===== src/rtl/alu_pkg.sv =====
// Shared opcode and state definitions for the ALU decoder and the sequential execute stage.
package alu_pkg;

  typedef enum logic [3:0] {
    ADD  = 4'h0,
    SUB  = 4'h1,
    AND  = 4'h2,
    OR   = 4'h3,
    XOR  = 4'h4,
    SLT  = 4'h5,
    SLTU = 4'h6,
    SLL  = 4'h7,
    SRA  = 4'h8,
    SRL  = 4'h9
  } aluop_e;

  typedef enum logic [1:0] {
    IDLE,
    SHIFT,
    DONE
  } alu_state_e;

  function automatic logic is_shift(input logic [3:0] code);
    return (code == SLL) || (code == SRA) || (code == SRL);
  endfunction

  function automatic logic is_illegal(input logic [3:0] code);
    return code > 4'h9;
  endfunction

endpackage


===== src/rtl/alu_comb_core.sv =====
// Single-cycle arithmetic/logic/compare datapath plus illegal-code detection.
module alu_comb_core
  import alu_pkg::*;
#(
  parameter int WIDTH = 32
) (
  input  logic [3:0]       aluControl,
  input  logic [WIDTH-1:0] srcA,
  input  logic [WIDTH-1:0] srcB,
  output logic [WIDTH-1:0] result,
  output logic             illegal
);

  always_comb begin
    result  = '0;
    illegal = 1'b0;
    case (aluControl)
      ADD:  result = srcA + srcB;
      SUB:  result = srcA - srcB;
      AND:  result = srcA & srcB;
      OR:   result = srcA | srcB;
      XOR:  result = srcA ^ srcB;
      SLT:  result = {{(WIDTH-1){1'b0}}, ($signed(srcA) < $signed(srcB))};
      SLTU: result = {{(WIDTH-1){1'b0}}, (srcA < srcB)};
      default: illegal = is_illegal(aluControl);
    endcase
  end

endmodule


===== src/rtl/seq_alu_unit.sv =====
// ALU execute stage: one-cycle arith/logic ops, bit-serial shifts, valid/ready on both sides.
module seq_alu_unit
  import alu_pkg::*;
#(
  parameter int WIDTH   = 32,
  parameter int SHAMT_W = $clog2(WIDTH)
) (
  input  logic             clk,
  input  logic             reset,
  input  logic             inValid,
  output logic             inReady,
  input  logic [3:0]       aluControl,
  input  logic [WIDTH-1:0] srcA,
  input  logic [WIDTH-1:0] srcB,
  output logic             outValid,
  input  logic             outReady,
  output logic [WIDTH-1:0] aluResult,
  output logic             zero,
  output logic             illegalOp
);

  alu_state_e         state;
  aluop_e             shop;
  logic [WIDTH-1:0]   work;
  logic [SHAMT_W-1:0] count;
  logic [SHAMT_W-1:0] shamt;
  logic [WIDTH-1:0]   core_result;
  logic               core_illegal;
  logic [WIDTH-1:0]   first_step;
  logic [WIDTH-1:0]   next_step;

  function automatic logic [WIDTH-1:0] shift1(input aluop_e op, input logic [WIDTH-1:0] v);
    case (op)
      SLL:     return {v[WIDTH-2:0], 1'b0};
      SRA:     return {v[WIDTH-1], v[WIDTH-1:1]};
      default: return {1'b0, v[WIDTH-1:1]};
    endcase
  endfunction

  alu_comb_core #(.WIDTH(WIDTH)) u_core (
    .aluControl (aluControl),
    .srcA       (srcA),
    .srcB       (srcB),
    .result     (core_result),
    .illegal    (core_illegal)
  );

  assign shamt      = srcB[SHAMT_W-1:0];
  assign first_step = shift1(aluop_e'(aluControl), srcA);
  assign next_step  = shift1(shop, work);
  assign inReady    = (state == IDLE);
  assign outValid   = (state == DONE);

  always_ff @(posedge clk) begin
    if (reset) begin
      state     <= IDLE;
      shop      <= SLL;
      work      <= '0;
      count     <= '0;
      aluResult <= '0;
      zero      <= 1'b0;
      illegalOp <= 1'b0;
    end else begin
      case (state)
        IDLE: begin
          if (inValid) begin
            if (is_shift(aluControl)) begin
              shop <= aluop_e'(aluControl);
              // The accept edge already performs the first bit of the shift so
              // that accept-to-outValid latency equals the shift amount.
              if (shamt == '0) begin
                aluResult <= srcA;
                zero      <= (srcA == '0);
                illegalOp <= 1'b0;
                state     <= DONE;
              end else if (shamt == SHAMT_W'(1)) begin
                aluResult <= first_step;
                zero      <= (first_step == '0);
                illegalOp <= 1'b0;
                state     <= DONE;
              end else begin
                work  <= first_step;
                count <= shamt - 1'b1;
                state <= SHIFT;
              end
            end else begin
              aluResult <= core_result;
              zero      <= (core_result == '0);
              illegalOp <= core_illegal;
              state     <= DONE;
            end
          end
        end
        SHIFT: begin
          work  <= next_step;
          count <= count - 1'b1;
          if (count == SHAMT_W'(1)) begin
            aluResult <= next_step;
            zero      <= (next_step == '0);
            illegalOp <= 1'b0;
            state     <= DONE;
          end
        end
        DONE: begin
          if (outReady) begin
            zero      <= 1'b0;
            illegalOp <= 1'b0;
            state     <= IDLE;
          end
        end
        default: state <= IDLE;
      endcase
    end
  end

endmodule


===== config.mk =====
export PLATFORM = sky130hd
export DESIGN_NAME = seq_alu_unit
export DESIGN_NICKNAME = d
export VERILOG_FILES = /design/src/rtl/alu_pkg.sv /design/src/rtl/alu_comb_core.sv /design/src/rtl/seq_alu_unit.sv
export SDC_FILE = /design/constraint.sdc
export NUM_CORES = 1
export LEC_CHECK = 0
export ABC_AREA = 0
export CAP_MARGIN = 10
export CORE_MARGIN = 5
export CORE_UTILIZATION = 35
export DETAILED_ROUTE_END_ITERATION = 8
export DONT_BUFFER_PORTS = 1
export MAX_ROUTING_LAYER = met4
export SLEW_MARGIN = 15
export SYNTH_ARGS = -nofsm -noshare
export SYNTH_HDL_FRONTEND = slang
export SYNTH_HIERARCHICAL = 1
export SYNTH_SLANG_ARGS = --single-unit

===== constraint.sdc =====
create_clock -name clk -period 3.9 [get_ports clk]
set_input_delay 0.195 -clock clk [delete_from_list [all_inputs] [get_ports clk]]
set_output_delay 0.195 -clock clk [all_outputs]
set_load 0.05 [all_outputs]

**Yosys cells after proc, flatten, opt, wreduce, memory -nomap -nowiden**

Index checks and enable logic that the tools add are counted.

- Bits in registers: 77
- Input port bits: 72
- Output and inout port bits: 36
- Logic and storage cells: 96

- Add/subtract/negate cells: 4
- Magnitude comparators: 3
- Equal/unequal tests: 22
- Mux-type cells: 40
- Bitwise gates (word level): 3
- Reduce and logical (&&, ||, !) cells: 17

Operator list:

| operator | number |
|---|---|
| 32-bit 2-to-1 mux | 9 |
| 32-bit case mux with 2 select lines | 4 |
| 32-bit case mux with 7 select lines | 1 |
| 32-bit zero test | 4 |
| 32-bit < comparator | 2 |
| 32-bit adder | 1 |
| 32-bit bitwise AND | 1 |
| 32-bit OR | 1 |
| 32-bit subtractor | 1 |
| 32-bit XOR | 1 |
| 4-bit by 3-bit equality test with 1-bit output, second input constant | 5 |
| 5-bit 2-to-1 mux | 4 |
| 4-bit equality test, second input constant | 3 |
| 1-bit 2-to-1 mux | 12 |
| 2-bit 2-to-1 mux | 6 |
| 5-bit by 1-bit equality test with 1-bit output, second input constant | 2 |
| 5-bit case mux with 2 select lines | 1 |
| 5-bit AND reduction | 2 |
| 5-bit by 1-bit subtractor with 5-bit output, second input constant | 2 |
| 4-bit by 2-bit equality test with 1-bit output, second input constant | 2 |
| 2-bit != test, second input constant | 4 |
| 7-bit OR reduction | 1 |
| 1-bit case mux with 3 select lines | 2 |
| 2-bit case mux with 3 select lines | 1 |
| other kinds (14) | 17 |

**Longest topological paths before layout**

- Depth in word-level cells: 8
- Depth in mapped cells: 18
- Mapped depth without buffers: 18

**Cells and area by module**

Netlist, hierarchy kept.

By module, submodules not included:

| module | times used | cells an instance | area each (sq um) | sequential area each (sq um) |
|---|---|---|---|---|
| seq_alu_unit | 1 | 746 | 5405.2 | 1541.5 |
| alu_comb_core | 1 | 748 | 4963.5 | 0.0 |

**Worst setup path before layout**

OpenSTA, ideal clock, no wires.

- Path type: input to register
- From: input srcA[0]
- To: register zero
- Setup time: 0.079 ns
- Data arrival time: 3.659 ns
- Data required time: 3.821 ns
- Path slack: 0.162 ns
- Cell stages on the path: 18
- Path buffers: 0
- Path through: inv_1 > ha_1 > fa_1 > nor2_1 > o221ai_1 > a21oi_1 > nand4_1 > a21oi_4 > a41oi_4 > o31ai_2 > a21oi_1 > xnor2_1 > o21ai_1 > nor4_1 > nand4_1 > or4_1 > a2111o_1 > o211ai_1

- Elaborated cells on any way between the ends: 17
- Classes of those cells: add/sub (2); order compare (2); mux (7); bitwise (3); reduce/logical (3)

RTL lines:

| element | line | RTL |
|---|---|---|
| start: declaration | seq_alu_unit.sv:13 | `input logic [WIDTH-1:0] srcA,` |
| 32-bit subtractor / 32-bit adder (equally long branches) | alu_comb_core.sv:19, alu_comb_core.sv:18 |  |
| 32-bit case mux with 7 select lines * | alu_comb_core.sv:17 | `case (aluControl)` |
| named net core_result[28] | seq_alu_unit.sv:27 | `logic [WIDTH-1:0] core_result;` |
| 32-bit zero test * | seq_alu_unit.sv:88 | `zero <= (core_result == '0);` |
| 1-bit 2-to-1 mux * | seq_alu_unit.sv:67 | `if (is_shift(aluControl)) begin` |
| 1-bit 2-to-1 mux * | seq_alu_unit.sv:66 | `if (inValid) begin` |
| 1-bit case mux with 3 select lines * | seq_alu_unit.sv:64 | `case (state)` |
| end signal: assignment | seq_alu_unit.sv:73 | `zero <= (srcA == '0);` |
| end signal: assignment | seq_alu_unit.sv:78 | `zero <= (first_step == '0);` |
| end signal: assignment | seq_alu_unit.sv:88 |  |
| end: declaration | seq_alu_unit.sv:18 | `output logic zero,` |

The timed path passes the listed nets; every way through them passes the cells marked *. The select of a mux whose other input is x is not followed.
A chain may end at the register's enable or synchronous reset.

**Worst setup path in the final report**

- From: input srcB[1]
- To: register zero

- Cells in the longest elaborated chain, start to end: 6
- Elaborated cells on any way between the ends: 17
- Classes of those cells: add/sub (2); order compare (2); eq/ne (2); mux (5); bitwise (3); reduce/logical (3)

RTL lines:

| element | line | RTL |
|---|---|---|
| start: declaration | seq_alu_unit.sv:14 | `input logic [WIDTH-1:0] srcB,` |
| 32-bit subtractor / 32-bit adder (equally long branches) | alu_comb_core.sv:19, alu_comb_core.sv:18 |  |
| 32-bit case mux with 7 select lines * | alu_comb_core.sv:17 |  |
| named net core_result[24] | seq_alu_unit.sv:27 |  |
| 32-bit zero test * | seq_alu_unit.sv:88 |  |
| 1-bit 2-to-1 mux * | seq_alu_unit.sv:67 |  |
| 1-bit 2-to-1 mux * | seq_alu_unit.sv:66 |  |
| 1-bit case mux with 3 select lines * | seq_alu_unit.sv:64 |  |

Marked as above.

==> metrics.csv <==
stage,metric,value,unit
clocking,Worst-Skew Late Latency,350,ps
detailed_routing,routed vias/inst,5.92,
synthesis,Post-Synth XOR/XNOR Area,1.18,%
placed_design,placed wire-length estimate,31.3,mm
timing,"Slew Viols, Final",0,
worst_setup_path,Worst Path Required,4170,ps
clocking,H-tree depth,3,
outcome,status,"complete, no violations",
clocking,TritonCTS Sinks,77,
synthesis,syn nets,1686,
synthesis,main combinational cell family by area after synthesis,compound AO/OA/AOI/OAI gates,
synthesis,"EDFF count, synth",0,
placed_design,Final GP Congestion,0.979,
synthesis,"top cells by count, synth","nand2_1 (218), nor2_1 (144), ha_1 (118), inv_1 (118), a21oi_1 (110)",
cells_and_area,total of fill cells in the finished design,3112,
die,Top Ports,108,
worst_setup_path,crit path kind,in -> reg,
detailed_routing,DR iter-0 viols,1071,
timing,endpoints failing setup,0,
detailed_routing,DRC,0,
global_routing,antenna violations before repair,0,
global_routing,first-pass GRT wire length,62.3,mm
die,Core ar.,29500,µm²
synthesis,synth top area cells,"dfxtp_1 (15%), ha_1 (14%), nand2_1 (7.9%)",
synthesis,YS warnings,6,
detailed_routing,first-pass iteration count of the detailed router,6,
clocking,clock-pin transition on the worst setup and hold timing paths,60,ps
die,initial core utilization,35.2,%
timing,fin crit period,3850,ps
synthesis,post-synthesis compound-gate area fraction,31.0,%
detailed_routing,vias,11572,
timing,Max transition margin,14.3,%
synthesis,post-synthesis mux area share,3.83,%
power_and_ir_drop,leakage power,5.26,nW
global_routing,all-layer global routing usage,23.8,%
detailed_routing,WL/cell,20.8,µm
synthesis,Adder-Cell Fraction of Synth Area,14.6,%
synthesis,Synth Area in Simple Gates,25.3,%
synthesis,top-count cell post-synth,nand2_1,
worst_setup_path,CP startpoint kind,input port,
power_and_ir_drop,Pwr Total,0.00328,W
global_routing,GRT met1 Usage,30.9,%
synthesis,ys flop type,dfxtp_1,
synthesis,post-synthesis register bit count,77,
job,max-cap violations,0,
global_routing,met3 usage,6.00,%
worst_setup_path,CP startpoint,srcB[1],
cells_and_area,layout cells sized above 1,16.7,%
global_routing,pin count of the biggest net entering global routing,63,
worst_hold_path,HP Class,in -> reg,
synthesis,post-synth top area cell,dfxtp_1,
global_routing,M2 GR Usage,36.7,%
synthesis,"Seq/Total Area, Yosys",14.9,%
worst_setup_path,CP Data Arrival Time,4120,ps
global_routing,layer with the highest usage,met2,
worst_hold_path,min-delay src,aluControl[2],
timing,Clock Skew,13.2,ps
worst_setup_path,CP endpoint kind,flop,
die,FP Rows,63,
power_and_ir_drop,Peak VDD IR,0.230,mV
clocking,total CTS buffers,9,
worst_setup_path,"Max FO, Critical Path",5,
cells_and_area,Layout Nets,1751,
worst_setup_path,Crit Reg-Reg Startpoint,state[1],
global_routing,GRT overflow,0,
power_and_ir_drop,PwrDens,268,nW/µm²
synthesis,synthesized area per cell,6.94,µm²
placed_design,Port Buffers,0,
clocking,clock buffer depth,2,
die,Die Width,182,µm
timing,f_max,0.260,GHz
synthesis,Synth Instances,1494,
synthesis,Unique masters post-synth,91,
timing,final hold violation count,0,
die,DIE HEIGHT,182,µm
timing,crit share post-route,98.8,%
synthesis,synthesized area,10400,µm²
cells_and_area,synth-to-layout area growth,18.0,%
global_routing,vias in the first global route,10797,
placed_design,pre-CTS WS,-512,ps
timing,setup ws final,47.1,ps
timing,Fin Setup TNS,0,ps
cells_and_area,ANT cells,0,
synthesis,Yosys top cell area share,14.9,%
detailed_routing,Detailed Route WL,40.7,mm
detailed_routing,Final ANT Viol Nets,0,
synthesis,"FFs w/ async S/R, synth",0,%
clocking,Root Buffer Master,clkbuf_16,
clocking,CTS tree,yes,
timing,Worst-Margin Slew,1280,ps
die,full die area,33200,µm²
worst paths after layout:
| check | cells after the start | end | slack [ps] |
|---|---|---|---|
| max | 19 | zero | 50 |
| min | 2 | shop[2] | 30 |
| max reg2reg | 8 | aluResult[26] | 1280 |
| min reg2reg | 2 | count[1] | 470 |
placed cells by master, fill, tap and decap left out, drive strengths merged, types with 31 or more instances in the layout:
| cell type | netlist | layout |
|---|---|---|
| nand2 | 218 | 218 |
| buf | 32 | 161 |
| nor2 | 147 | 147 |
| inv | 123 | 123 |
| ha | 118 | 118 |
| a21oi | 112 | 112 |
| dfxtp | 77 | 77 |
| o21ai | 72 | 72 |
| nand3 | 68 | 68 |
| nor3 | 31 | 31 |
where the power goes:
group / total (W) / internal, W / switching, W
clock: 0.000876 / 0.000516 / 0.000359
combinational: 0.00142 / 0.000581 / 0.000835
sequential: 0.000985 / 0.000838 / 0.000147
total: 0.00328 / 0.00194 / 0.00134
state kept, by name, summed over array words and instances, names as in the netlist:
name       count
aluResult     32
shop           4
illegalOp      1
zero           1
work          32
count          5
state          2
routing by layer:
| layer | vias to the layer above | share of wire (%) |
|---|---|---|
| met5 | - | 0 |
| met1 | 5514 | 43 |
| met3 | 71 | 8.7 |
| li1 | 5516 | - |
| met2 | 471 | 44 |
| met4 | 0 | 3.6 |
cells by family (layout without fill, tap and decap cells):
| logic type | count (synthesis) | in the layout |
|---|---|---|
| buffers and inverters | 231 | 301 |
| flip-flops | 77 | 77 |
| AO/OA/AOI/OAI | 447 | 447 |
| AND/OR/NAND/NOR | 567 | 567 |
| adder cells (fa/ha/maj) | 120 | 120 |
| multiplexers | 38 | 38 |
| XOR/XNOR | 14 | 14 |
worst max-delay path: stages:
cell and delay [ps]:
clkinvlp_4 110, buf_6 140, fa_2 360, nor2b_4 150, o2111ai_2 140, a31oi_1 210, buf_4 160, and4bb_2 290
o31a_1 190, a31o_1 220, mux2i_2 90, a21o_1 200, a21oi_2 130, o211ai_1 130, nor4_2 300, nand4_1 190
or4_1 430, a2111o_1 370, o211ai_1 100
per-stage QoR:
step | hold WS (ps) | util [%] | cells | instance area, µm²
finish | 29.9 | 41.5 | 1954 | 12200
global route | 19.0 | 41.5 | 1954 | 12200
CTS | 21.4 | 40.5 | 1944 | 11900
detailed placement | 276 | 39.1 | 1924 | 11500
global placement | 276 | 39.1 | 1924 | 11500
floorplan | 346 | - | 1494 | 10400
cell type report:
type | count | area [µm²] | share of cell area, %
multi-input cells | 1186 | 8170 | 66.8
flip-flops and latches | 77 | 1540 | 12.6
repair buffers | 161 | 1260 | 10.3
well taps | 390 | 488 | 3.99
inverters | 124 | 469 | 3.83
clock buffers | 10 | 239 | 1.95
clock inverters | 6 | 70.1 | 0.573
what timing repair did:
item | 4_1_cts | 5_1_grt
buffers inserted | 3 | 10
endpoints found under the hold margin | 63 | 0
hold buffers | 1 | 0
pin swaps | 10 | 32
endpoints found under the setup margin | 1 | 2
resized for setup | 13 | 45
No activity file was read; power rests on OpenSTA's default activity.
